File: src/rtl/lcd_pkg.sv
// Shared types and constants for the LCD parallel write bus.
package lcd_pkg;

    localparam int unsigned LCD_DATA_W = 8;

    localparam logic LCD_CD_CMD  = 1'b0;
    localparam logic LCD_CD_DATA = 1'b1;

    typedef enum logic [1:0] {
        ST_IDLE    = 2'd0,
        ST_STROBE  = 2'd1,
        ST_RECOVER = 2'd2
    } lcd_state_e;

    typedef struct packed {
        logic                  cd;
        logic [LCD_DATA_W-1:0] data;
    } lcd_byte_t;

endpackage

File: src/rtl/lcd_bus_strobe.sv
// Write-strobe sequencer: one start launches WR_ACTIVE high cycles of lcd_write
// followed by WR_RECOVER low cycles before the bus returns to idle.
module lcd_bus_strobe
    import lcd_pkg::*;
#(
    parameter int unsigned WR_ACTIVE  = 1,
    parameter int unsigned WR_RECOVER = 1
) (
    input  logic clk,
    input  logic reset,
    input  logic start,
    output logic lcd_write,
    output logic idle
);

    localparam int unsigned CNT_MAX = (WR_ACTIVE > WR_RECOVER) ? WR_ACTIVE : WR_RECOVER;
    localparam int unsigned CNT_W   = (CNT_MAX > 1) ? $clog2(CNT_MAX) : 1;
    localparam logic [CNT_W-1:0] ACTIVE_LOAD  = CNT_W'(WR_ACTIVE - 1);
    localparam logic [CNT_W-1:0] RECOVER_LOAD = CNT_W'((WR_RECOVER > 0) ? WR_RECOVER - 1 : 0);

    lcd_state_e       state;
    lcd_state_e       state_nxt;
    logic [CNT_W-1:0] cnt;
    logic [CNT_W-1:0] cnt_nxt;
    logic             write_nxt;

    // State, phase counter and strobe register
    always_ff @(posedge clk or posedge reset) begin
        if (reset) begin
            state     <= ST_IDLE;
            cnt       <= '0;
            lcd_write <= 1'b0;
        end else begin
            state     <= state_nxt;
            cnt       <= cnt_nxt;
            lcd_write <= write_nxt;
        end
    end

    // Next state: counter holds remaining cycles of the current phase minus one
    always_comb begin
        state_nxt = state;
        cnt_nxt   = cnt;
        unique case (state)
            ST_IDLE: begin
                if (start) begin
                    state_nxt = ST_STROBE;
                    cnt_nxt   = ACTIVE_LOAD;
                end
            end
            ST_STROBE: begin
                if (cnt == '0) begin
                    if (WR_RECOVER == 0) begin
                        state_nxt = ST_IDLE;
                    end else begin
                        state_nxt = ST_RECOVER;
                        cnt_nxt   = RECOVER_LOAD;
                    end
                end else begin
                    cnt_nxt = cnt - CNT_W'(1);
                end
            end
            ST_RECOVER: begin
                if (cnt == '0) begin
                    state_nxt = ST_IDLE;
                end else begin
                    cnt_nxt = cnt - CNT_W'(1);
                end
            end
            default: begin
                state_nxt = ST_IDLE;
            end
        endcase
    end

    // Outputs: strobe is registered from the next state so it rises the cycle after start
    always_comb begin
        write_nxt = (state_nxt == ST_STROBE);
        idle      = (state == ST_IDLE);
    end

endmodule

File: src/rtl/lcd_bus_arb.sv
// Pixel/command arbiter for the 8-bit LCD write bus: atomic command bursts,
// pixel priority bounded by a saturating run counter, bus data/cd registers.
module lcd_bus_arb
    import lcd_pkg::*;
#(
    parameter int unsigned WR_ACTIVE    = 1,
    parameter int unsigned WR_RECOVER   = 1,
    parameter int unsigned MAX_PX_BURST = 16
) (
    input  logic                  clk,
    input  logic                  reset,
    input  logic                  px_valid,
    input  logic [LCD_DATA_W-1:0] px_data,
    output logic                  px_ready,
    input  logic                  cmd_valid,
    input  logic [LCD_DATA_W-1:0] cmd_data,
    input  logic                  cmd_cd,
    input  logic                  cmd_last,
    output logic                  cmd_ready,
    output logic [LCD_DATA_W-1:0] lcd_data,
    output logic                  lcd_cd,
    output logic                  lcd_write,
    output logic                  busy
);

    localparam int unsigned RUN_W = $clog2(MAX_PX_BURST + 1);
    localparam logic [RUN_W-1:0] RUN_MAX = RUN_W'(MAX_PX_BURST);

    logic [RUN_W-1:0] run;
    logic             lock;
    lcd_byte_t        bus_q;
    logic             idle;
    logic             grant_ok;
    logic             run_sat;
    logic             px_acc;
    logic             cmd_acc;

    // Arbitration: pixels win until the run saturates; a locked burst excludes pixels
    always_comb begin
        run_sat   = (run == RUN_MAX);
        grant_ok  = idle && !reset;
        px_ready  = grant_ok && !lock && !(cmd_valid && run_sat);
        cmd_ready = grant_ok && (lock || !px_valid || run_sat);
        px_acc    = px_valid && px_ready;
        cmd_acc   = cmd_valid && cmd_ready;
    end

    always_ff @(posedge clk or posedge reset) begin
        if (reset) begin
            bus_q <= '0;
            lock  <= 1'b0;
            run   <= '0;
        end else if (px_acc) begin
            bus_q <= '{cd: LCD_CD_DATA, data: px_data};
            if (run != RUN_MAX) begin
                run <= run + RUN_W'(1);
            end
        end else if (cmd_acc) begin
            bus_q <= '{cd: cmd_cd, data: cmd_data};
            lock  <= !cmd_last;
            run   <= '0;
        end
    end

    lcd_bus_strobe #(
        .WR_ACTIVE (WR_ACTIVE),
        .WR_RECOVER(WR_RECOVER)
    ) u_strobe (
        .clk      (clk),
        .reset    (reset),
        .start    (px_acc || cmd_acc),
        .lcd_write(lcd_write),
        .idle     (idle)
    );

    assign lcd_data = bus_q.data;
    assign lcd_cd   = bus_q.cd;
    assign busy     = !idle;

endmodule

File: config.mk
export PLATFORM = sky130hd
export DESIGN_NAME = lcd_bus_arb
export DESIGN_NICKNAME = d
export VERILOG_FILES = /design/src/rtl/lcd_pkg.sv /design/src/rtl/lcd_bus_strobe.sv /design/src/rtl/lcd_bus_arb.sv
export SDC_FILE = /design/constraint.sdc
export NUM_CORES = 1
export LEC_CHECK = 0
export CAP_MARGIN = 15
export CORE_MARGIN = 5
export CORE_UTILIZATION = 35
export DETAILED_ROUTE_END_ITERATION = 16
export GPL_ROUTABILITY_DRIVEN = 0
export PLACE_DENSITY_LB_ADDON = 0.1
export SLEW_MARGIN = 20
export SYNTH_ARGS = -nofsm -noshare
export SYNTH_HDL_FRONTEND = slang
export SYNTH_HIERARCHICAL = 1
export SYNTH_SLANG_ARGS = --single-unit
File: constraint.sdc
create_clock -name clk -period 2.82 [get_ports clk]
set_clock_uncertainty 0.15 [all_clocks]
set_input_delay 0.423 -clock clk [delete_from_list [all_inputs] [get_ports clk]]
set_output_delay 0.423 -clock clk [all_outputs]
set_load 0.02 [all_outputs]
==> impl_metrics.ini <==
[run]
maxCapViolCount = 0

[yosys]
synth_area_um2 = 958.4
yosys_warnings = 6
synthArstFlopShare = 1.000
yosys-mux-area-fraction = 0.01044
synth_top_family_by_area = compound AO/OA/AOI/OAI gates
ys_seq_elements = 18
synth.top_cell.area_share = 0.4700
synth_fa_ha_area_frac = 0.02611
synthCells = 94
yosysTopAreaCell = dfrtp_1
synth_compound_area_frac = 0.2258
synth_edf_count = 0
yosys.area_share.simple = 0.1710
synthTopCellsByArea = dfrtp_1, a221o_1, inv_1
synthesis.nets = 118
synth.distinct_cells = 29
synth-xor-area-share = 0
ys_seq_area_frac = 0.4700
synth_ff_type = dfrtp_1
syn_area_per_cell_um2 = 10.20

[clocking]
cts_buffers = 3
post-cts-setup-buffer-count = 0
clockBufferDepth = 2
cts-root-buf = clkbuf_4
clkSlewWorstSetupHoldPaths_ps = 90
cts.sinks = 18
ctsHoldBuffers = 0
cts.repair.resized = 0
clk_latency_ps = 290
htreeDepth = 1
cts_tree = done

[floorplanning]
initial_core_util = 0.3568
die_x_um = 62.33
dieArea_um2 = 3885
pin_count = 35
placementRows = 19
core_area_um2 = 2686
dieHeight_um = 62.33

[place]
port_buffers = 34
place.detailed.hpwl_um = 1794
dp.cells = 158

[outcome]
run_status = completed

[min_path]
hp-class = primary input to async pin

[global_routing]
antenna_found_initial = 0
grt_pass1_vias = 850
grt.total_usage = 0.1291
grt_pass1_wl_um = 4140
grt-ovfl-total = 0
grt_max_degree = 16

[timing]
tightest_slew_ps = 565.8
slew_headroom = 0.6224
hold_viol_final = 0
max_freq_mhz = 379.1
final-setup-viol-count = 0
grt_setup_unrepaired = no
finalCritPeriodShare = 0.9354
min_period_ps = 2638
drv_slew = 0
fin_setup_tns_ps = 0

[route]
drt_iter0_markers = 33
drc = 0
wl_per_cell_um = 14.93
avgViaCountPerCell = 5.255
ant_nets = 0
dr_total_vias = 846
drt_first_pass_iters = 4
wirelength_um = 2404

[final_layout]
layout_common_cells = clkdlybuf4s50_1, inv_1, dfrtp_1, a211oi_1
diodes = 0
num-fill-cells = 258
drive_gt1_frac = 0.07692
area_growth_syn_to_layout_pct = 42.04
stdcell_count = 161
nets = 156
layout_commonest_cell = clkdlybuf4s50_1

[critical_path]
crit_fanout = 3
crit_path_max_incr_delay_ps = 650
critPathBufInv = 2
critical_path.top_delay_family = buffers and inverters
critPathLaunchType = register
critical_path_arrival_ps = 2060
worstSetupPathType = register to primary output
crit_slowest_cell = clkdlybuf4s50_1
path_cells = inv_1 -> ha_1 -> and4bb_1 -> a211oi_1 -> clkdlybuf4s50_1
crit_required_ps = 2250
end_kind = primary output

[power_and_ir_drop]
irDropWorstVdd_uv = 500.5
pwr_density_cell_nw_per_um2 = 781.6
p_leak_nw = 0.5922
[where the power goes]
group	internal, W	total, W	switching, W
combinational	0.000269	0.000529	0.000260
sequential	0.000351	0.000411	0.0000596
clock	0.0000496	0.000125	0.0000750
[Yosys cell counts, types with 2 or more instances]
library cell / count
nor2b_1: 2
dfrtp_1: 18
a221o_1: 8
inv_1: 19
buf_2: 2
nor3b_1: 2
nand3_1: 8
nand4_1: 2
a211oi_1: 9
ha_1: 2
o21ai_1: 4
[worst paths after layout]
check	slack (ps)	to	from	depth (start not counted)
setup / recovery	180	px_ready	run[0]	5
hold / removal	260	u_strobe/lcd_write	reset	2
setup reg to reg	780	run[4]	u_strobe/state[1]	5
hold reg to reg	340	u_strobe/state[0]	u_strobe/state[0]	1
max in group asynchronous	1700	run[0]	reset	2
min in group clk	340	u_strobe/state[0]	u_strobe/state[0]	1
[state kept, by name, summed over array words and instances, names as in the netlist]
signal and flops:
u_strobe/lcd_write 1, lcd_cd 1, lock 1, u_strobe/state 2
run 5, lcd_data 8
[routing by layer]
metal	vias to the layer above	share of wire	global-route usage
li1	419	-	-
met1	395	0.45	0.1723
met2	28	0.46	0.1930
met3	4	0.084	0.04865
met4	0	0.010	0.03979
met5	-	0	0
[kinds of logic after synthesis]
logic type / after synthesis
flops: 18
fa+ha+maj: 2
buf+inv: 23
compound gates: 27
simple gates: 23
mux: 1
[per-stage QoR]
stage | setup WS (ps) | util | cell area (um2) | power [W] | hold slack [ps]
global placement | 234.2 | 0.4984 | 1339 | 0.0009434 | 316.2
floorplan | 679.4 | - | 958.4 | 0.0006989 | 26.64
CTS | 156.2 | 0.5068 | 1361 | 0.001079 | 238.9
detailed placement | 255.7 | 0.4984 | 1339 | 0.0009491 | 321.6
finish | 182.3 | 0.5068 | 1361 | 0.001064 | 255.1
global route | 52.06 | 0.5068 | 1361 | 0.001142 | 258.1
[cell type report]
type                    instances  area, um2  area share
flip-flops and latches         18      450.4      0.3309
multi-input cells              53      415.4      0.3051
repair buffers                 37      362.8      0.2665
inverters                      19      71.32     0.05239
well taps                      31      38.79     0.02849
clock buffers                   3      22.52     0.01654
No activity file was read; power rests on OpenSTA's default activity.
